<file path="config.mk">
export PLATFORM = sky130hd
export DESIGN_NAME = execute_stage
export DESIGN_NICKNAME = d
export VERILOG_FILES = /design/src/rtl/ex_pkg.sv /design/src/rtl/ex_mul_seq.sv /design/src/rtl/execute_stage.sv
export SDC_FILE = /design/constraint.sdc
export NUM_CORES = 1
export LEC_CHECK = 0
export ABC_CLOCK_PERIOD_IN_PS = 2800
export CORE_MARGIN = 1.5
export CORE_UTILIZATION = 59
export DETAILED_ROUTE_END_ITERATION = 8
export PLACE_DENSITY = 0.89
export SLEW_MARGIN = 25
export SYNTH_ARGS = -nofsm -noshare
export SYNTH_HDL_FRONTEND = slang
export SYNTH_SLANG_ARGS = --single-unit
</file>
<file path="constraint.sdc">
create_clock -name clk -period 2.8 [get_ports clk]
set_clock_uncertainty 0.05 [all_clocks]
set_input_delay 0.56 -clock clk [delete_from_list [all_inputs] [get_ports clk]]
set_output_delay 0.56 -clock clk [all_outputs]
set_load 0.005 [all_outputs]
</file>
<file path="src/rtl/ex_pkg.sv">
// Shared definitions for the execute stage: datapath widths, ALU op codes, multiplier FSM states.
// No logic; latency n/a; backpressure n/a.
// Multiplier-related items are only referenced when EX_MUL_EN is defined.
package ex_pkg;

    localparam int XLEN    = 32;
    localparam int RD_W    = 5;
    localparam int MUL_CYC = 32;

    localparam logic [3:0] ALU_ADD  = 4'd0;
    localparam logic [3:0] ALU_SUB  = 4'd1;
    localparam logic [3:0] ALU_AND  = 4'd2;
    localparam logic [3:0] ALU_OR   = 4'd3;
    localparam logic [3:0] ALU_XOR  = 4'd4;
    localparam logic [3:0] ALU_SLL  = 4'd5;
    localparam logic [3:0] ALU_SRL  = 4'd6;
    localparam logic [3:0] ALU_SRA  = 4'd7;
    localparam logic [3:0] ALU_SLT  = 4'd8;
    localparam logic [3:0] ALU_SLTU = 4'd9;
    localparam logic [3:0] ALU_MUL  = 4'd10;

    typedef enum logic [1:0] {
        ST_IDLE = 2'd0,
        ST_MUL  = 2'd1,
        ST_DONE = 2'd2
    } mul_state_t;

endpackage

</file>
<file path="src/rtl/ex_mul_seq.sv">
// Iterative shift-add multiplier returning the low XLEN bits of a*b.
// Latency: start edge + MUL_CYC step edges, done is high for the following cycle.
// Backpressure: none; the caller must not start while busy is high.
module ex_mul_seq
    import ex_pkg::*;
(
    input  logic            clk,
    input  logic            rst_n,
    input  logic            start,
    input  logic [XLEN-1:0] a,
    input  logic [XLEN-1:0] b,
    output logic            busy,
    output logic            done,
    output logic [XLEN-1:0] product
);

    localparam logic [4:0] CNT_LAST = 5'(MUL_CYC - 1);

    mul_state_t      state;
    logic [XLEN-1:0] a_q;
    logic [XLEN-1:0] b_q;
    logic [XLEN-1:0] acc;
    logic [4:0]      cnt;

    assign product = acc;

    always_ff @(posedge clk or negedge rst_n) begin
        if (!rst_n) begin
            state <= ST_IDLE;
            a_q   <= '0;
            b_q   <= '0;
            acc   <= '0;
            cnt   <= '0;
            busy  <= 1'b0;
            done  <= 1'b0;
        end else begin
            case (state)
                ST_IDLE: begin
                    done <= 1'b0;
                    if (start) begin
                        a_q   <= a;
                        b_q   <= b;
                        acc   <= '0;
                        cnt   <= '0;
                        busy  <= 1'b1;
                        state <= ST_MUL;
                    end
                end
                ST_MUL: begin
                    if (b_q[0]) acc <= acc + a_q;
                    a_q <= a_q << 1;
                    b_q <= b_q >> 1;
                    cnt <= cnt + 5'd1;
                    if (cnt == CNT_LAST) begin
                        done  <= 1'b1;
                        state <= ST_DONE;
                    end
                end
                ST_DONE: begin
                    // busy stays up through this cycle so the stage cannot accept while the result lands
                    busy  <= 1'b0;
                    done  <= 1'b0;
                    state <= ST_IDLE;
                end
                default: state <= ST_IDLE;
            endcase
        end
    end

endmodule

</file>
<file path="src/rtl/execute_stage.sv">
// EX stage: ALU, branch target/compare, load/store address, EX/MEM register; multiplier only with EX_MUL_EN.
// Latency: 1 cycle for all ops; MUL takes 33 edges from accept when EX_MUL_EN is defined.
// Backpressure: in_ready drops while the output register is stalled or the multiplier is busy.
module execute_stage
    import ex_pkg::*;
(
    input  logic            clk,
    input  logic            rst_n,
    input  logic            in_valid,
    output logic            in_ready,
    input  logic [3:0]      alu_op,
    input  logic            use_imm,
    input  logic            is_branch,
    input  logic            is_mem,
    input  logic [XLEN-1:0] pc_in,
    input  logic [XLEN-1:0] dataA,
    input  logic [XLEN-1:0] dataB,
    input  logic [XLEN-1:0] br_se,
    input  logic [XLEN-1:0] ls_se,
    input  logic [XLEN-1:0] alu_se,
    input  logic [RD_W-1:0] rd_in,
    output logic            out_valid,
    input  logic            out_ready,
    output logic [XLEN-1:0] result,
    output logic [XLEN-1:0] store_data,
    output logic [XLEN-1:0] br_target,
    output logic            br_taken,
    output logic [RD_W-1:0] rd_out,
    output logic            busy
);

    logic [XLEN-1:0] opb;
    logic [XLEN-1:0] alu_res;
    logic [XLEN-1:0] br_tgt;
    logic            accept;
    logic            mul_start;
    logic            mul_busy;
    logic            mul_done;
    logic [XLEN-1:0] mul_prod;

    assign in_ready = !mul_busy && (!out_valid || out_ready);
    assign accept   = in_valid && in_ready;
    assign busy     = mul_busy;
    assign br_tgt   = pc_in + (br_se << 2);

    always_comb begin
        opb     = use_imm ? alu_se : dataB;
        alu_res = '0;
        case (alu_op)
            ALU_ADD:  alu_res = dataA + opb;
            ALU_SUB:  alu_res = dataA - opb;
            ALU_AND:  alu_res = dataA & opb;
            ALU_OR:   alu_res = dataA | opb;
            ALU_XOR:  alu_res = dataA ^ opb;
            ALU_SLL:  alu_res = dataA << opb[4:0];
            ALU_SRL:  alu_res = dataA >> opb[4:0];
            ALU_SRA:  alu_res = $unsigned($signed(dataA) >>> opb[4:0]);
            ALU_SLT:  alu_res = {{(XLEN-1){1'b0}}, $signed(dataA) < $signed(opb)};
            ALU_SLTU: alu_res = {{(XLEN-1){1'b0}}, dataA < opb};
            default:  alu_res = '0;
        endcase
        if (is_branch) begin
            alu_res = '0;
        end else if (is_mem) begin
            alu_res = dataA + ls_se;
        end
    end

`ifdef EX_MUL_EN
    assign mul_start = accept && (alu_op == ALU_MUL) && !is_mem && !is_branch;

    ex_mul_seq u_mul (
        .clk     (clk),
        .rst_n   (rst_n),
        .start   (mul_start),
        .a       (dataA),
        .b       (opb),
        .busy    (mul_busy),
        .done    (mul_done),
        .product (mul_prod)
    );
`else
    assign mul_start = 1'b0;
    assign mul_busy  = 1'b0;
    assign mul_done  = 1'b0;
    assign mul_prod  = '0;
`endif

    always_ff @(posedge clk or negedge rst_n) begin
        if (!rst_n) begin
            out_valid  <= 1'b0;
            result     <= '0;
            store_data <= '0;
            br_target  <= '0;
            br_taken   <= 1'b0;
            rd_out     <= '0;
        end else if (mul_done) begin
            result    <= mul_prod;
            out_valid <= 1'b1;
        end else if (accept) begin
            // a MUL accept stages its side fields now; result and valid arrive with mul_done
            result     <= alu_res;
            store_data <= dataB;
            br_target  <= br_tgt;
            br_taken   <= is_branch && (dataA == dataB);
            rd_out     <= rd_in;
            out_valid  <= !mul_start;
        end else if (out_ready) begin
            out_valid <= 1'b0;
        end
    end

endmodule

</file>
==> out/results.ini, run 1 <==
[placed_design]
place_ws_ns = -1.83
placedCellCount = 3438
place_congestion = 1.25
post-dp-hpwl_um = 78300
io_buffers = 309
place_area_mm2 = 0.0244

[logic_synthesis]
synthArstFlopShare_pct = 100
synth_edf_count = 0
yosysSeqAreaShare_pct = 15.7
ys.flop_type = dfrtp_1
ys_warn_count = 0
synth_area_leaders = dfrtp_1 16%, ha_1 12%, nand2_1 7.3%
syn_area_per_cell_um2 = 7.28
yosysTopAreaCellShare_pct = 15.7
syn_area_mm2 = 0.0164
syn_inst = 2255
yosysMostFrequentCell = nand2_1
synth-seq-cells = 103
synthTopCellsByCount = 318 x nand2_1, 230 x a21oi_1, 174 x nor2_1
synth_nets = 2627
synthDistinctLibCells = 80
synth.largest_area_cell = dfrtp_1

[clock_tree]
clkSinkCount = 103
cts_buffers = 9
cts.path.max_buffers = 2
cts-root-buf = clkbuf_16
cts_max_level = 3
post_cts_buffers = 52
ctsResizeCount = 363
holdBufCountCts = 0

[die]
initial_core_util_pct = 60.6
die_h_um = 170
num_io_pins = 313
rows = 60
die_x_um = 170

[status]
haltStage = clock tree synthesis
status = stopped before the end
error_line = [ERROR DPL-0033] detailed placement checks failed during check placement.

==> cells by family after synthesis <==
kind of cell,after synthesis,share of synthesized area (%)
compound gates,771,30.1
simple gates,699,18.7
buf+inv,262,6.52
fa+ha+maj,164,12.7
mux,145,10.4
xor+xnor,110,5.87
flops,103,15.7
other cells,1,0.0228
==> through the flow <==
| step | TNS, ns | util, % |
|---|---|---|
| floorplan | -27.56 | - |
| global placement | -49.47 | 90.0 |
| detailed placement | -60.35 | 90.0 |
==> inputs of run 2 (changes only) <==
--- a/config.mk
+++ b/config.mk
@@ -7,9 +7,9 @@
 export LEC_CHECK = 0
 export ABC_CLOCK_PERIOD_IN_PS = 2800
 export CORE_MARGIN = 1.5
-export CORE_UTILIZATION = 59
+export CORE_UTILIZATION = 40
 export DETAILED_ROUTE_END_ITERATION = 8
-export PLACE_DENSITY = 0.89
+export PLACE_DENSITY_LB_ADDON = 0.15
 export SLEW_MARGIN = 25
 export SYNTH_ARGS = -nofsm -noshare
 export SYNTH_HDL_FRONTEND = slang
==> run 2 against run 1 <==
The flow now finishes, with violations (setup timing). Area after synthesis unchanged. Synthesized cell count is the same.
==> out/results.ini, run 2 <==
[status]
status = finished, violations left
violations = setup timing

[global_route]
grt_use_total_pct = 44.7
grt_pass1_vias = 22300
gr-total-overflow = 0
grt_pass1_wl_um = 139000
grt_max_degree = 78
antenna_found_initial = 1

[die]
dieArea_mm2 = 0.0423
coreArea_mm2 = 0.0406
num_io_pins = 313
die_h_um = 206
initial_core_util_pct = 40.4
rows = 74
die_x_um = 206

[logic_synthesis]
yosysMostFrequentCell = nand2_1
yosysSeqAreaShare_pct = 15.7
synthXorXnorAreaFrac_pct = 5.87
synth_adder_area_share_pct = 12.7
syn_area_per_cell_um2 = 7.28
synthTopCellsByCount = 318 x nand2_1, 230 x a21oi_1, 174 x nor2_1
synthArstFlopShare_pct = 100
syn_area_mm2 = 0.0164
ys_warn_count = 0
synth_area_leaders = dfrtp_1 16%, ha_1 12%, nand2_1 7.3%
yosysTopAreaCellShare_pct = 15.7
syn_inst = 2255
synth-seq-cells = 103
muxShareOfSynthArea_pct = 10.4
synth.largest_area_cell = dfrtp_1
synth_nets = 2627
synth-compound-area-share_pct = 30.1
synthDistinctLibCells = 80
synth_top_family_by_area = compound AO/OA/AOI/OAI gates
synthSimpleGateAreaFrac_pct = 18.7
ys.flop_type = dfrtp_1
synth_edf_count = 0

[routing]
post_drt_via_cell_ratio = 6.11
wl_per_cell_um = 26.2
drc = 0
ant_nets = 0
via_count = 23100
drt_iter0_drc = 2729
dr.pass1.iters = 8
wirelength_um = 98900

[timing]
fin_setup_tns_ns = -24.92
hold_viol = 0
period_share_pct = 134
tightestPinTransition_ns = 0.787
rsz0062_at_grt = true
slew_headroom_pct = 46.2
slew_violations = 0
worst_slack_ns = -0.960
max_clock_freq_mhz = 266
setup_viol = 33
period_minus_slack_ns = 3.76

[critical_path]
rr_worst_depth = 9
regToRegSetupSlack_ns = 0.33
arrival_ns = 4.04
critical_path.endpoint_type = register
reg2reg_to = result[30]
cp.required_ns = 3.07
rr_startpoint = out_valid
crit_fanout = 8
cp-start-kind = input pin
path_class = in -> reg
startpoint = use_imm

[finish]
reg.largest.list = br_target x32, result x32, store_data x32
instances_no_fill = 3773
n_fill_cell = 3342
layout-drive-gt1-share_pct = 32.1
diodes = 0
mostFrequentLayoutCells = 780 x buf_4, 315 x nand2_1, 258 x clkdlybuf4s50_1, 201 x a21oi_1, 170 x nor2_1
syn_to_final_growth_pct = 66.1
layout_commonest_cell = buf_4
fin_nets = 3608

[power_and_ir_drop]
pwr-share-seq_pct = 19.4
clkPwrFrac_pct = 14.1
p_sw_w = 0.00428
switching_share_pct = 43.6
power_leakage_nw = 12.8
power_density_mw_per_mm2 = 360
internal_power_w = 0.00553
max-vdd-ir-drop_mv = 0.326
combPwrFrac_pct = 66.5

[clock_tree]
holdBufCountCts = 0
cts_max_level = 3
cts.path.max_buffers = 2
clkSinkCount = 103
cts_buffers = 9
cts_tree = built
clk_latency_ns = 0.39
cts-root-buf = clkbuf_16
clk_pin_slew_worst_paths_ns = 0.08

[worst_hold_path]
worst_hold_path_type = in -> async

[placed_design]
placedCellCount = 3709
post-dp-hpwl_um = 79100
io_buffers = 309
place_congestion = 1.06

[flow_run]
maxCapViolCount = 0

[run 2: logic make-up (layout without fill, tap and decap cells)]
family                     Yosys count  in the layout
AOI/OAI and AO/OA                  771            771
and+or+nand+nor                    699            699
buffers and inverters              262           1248
adders and majority gates          164            164
DFF                                103            103
muxes                              145            145
other                                1              1
xor gates and xnor gates           110            110
[run 2: through the flow]
| stage | utilization, % | area, um^2 | hold WS (ns) | setup WS (ns) | power, W |
|---|---|---|---|---|---|
| finish | 67.1 | 27300 | 0.126 | -0.960 | 0.00981 |
| global route | 67.1 | 27300 | 0.137 | -1.01 | 0.0102 |
| CTS | 65.4 | 26600 | 0.128 | -0.955 | 0.00939 |
| detailed placement | 62.7 | 25500 | 0.413 | -1.77 | 0.00778 |
| global placement | 62.7 | 25500 | 0.409 | -1.78 | 0.00769 |
| floorplan | - | 16600 | 0.214 | -1.41 | 0.00444 |
[run 2: worst max-delay path by stage]
| stage | end |
|---|---|
| 6_report | result[2] |
| 3_3_place_gp | result[19] |
| 2_1_floorplan | result[24] |
| 4_1_cts | result[24] |
| 3_5_place_dp | result[28] |
| 5_1_grt | result[24] |
[run 2: layer usage]
| layer | vias to the layer above | share of wire [%] | GRT usage, % |
|---|---|---|---|
| li1 | 10200 | - | - |
| met1 | 11000 | 39 | 55.4 |
| met2 | 1532 | 43 | 69.1 |
| met3 | 416 | 9.9 | 10.4 |
| met4 | 0 | 8.0 | 29.5 |
| met5 | - | 0 | 0 |
[run 2: worst max-delay path, cell delays in order]
cell       delay [ns]
buf_12           0.11
buf_6            0.12
buf_4            0.14
mux2i_4          0.39
buf_4            0.23
buf_16           0.12
buf_12           0.11
buf_4            0.18
mux2i_1          0.09
mux2i_1          0.21
buf_4            0.19
mux2i_2          0.09
nand2_1          0.14
nand3_1          0.11
a211oi_1         0.72
a21oi_1          0.17
o2111ai_2        0.17
a22o_1           0.18
[run 2: area by class of cell]
type	instances	area [um^2]	area share, %
sequential	103	2580	9.45
multi-input combinational	1890	13800	50.8
clock buffer	9	225	0.826
inverter	109	413	1.51
clock inverter	7	63.8	0.234
tap	532	666	2.44
timing repair buffer	1123	9490	34.8
[run 2: repair_timing]
action | in CTS | in global routing
resized for setup | 166 | 136
setup buffers | 26 | 23
pin swaps | 58 | 75
hold endpoints to repair | 0 | 0
setup endpoints to repair | 44 | 43
cloned | 1 | 0
[run 2: power by group through the flow]
stage	clock network, W	logic, W	registers, W
floorplan	0	0.00255	0.00189
global placement	0	0.00578	0.00191
detailed placement	0	0.00586	0.00192
CTS	0.00139	0.00611	0.00189
global route	0.00144	0.00686	0.00192
finish	0.00138	0.00652	0.00191
(Power assumes the default switching activity.)
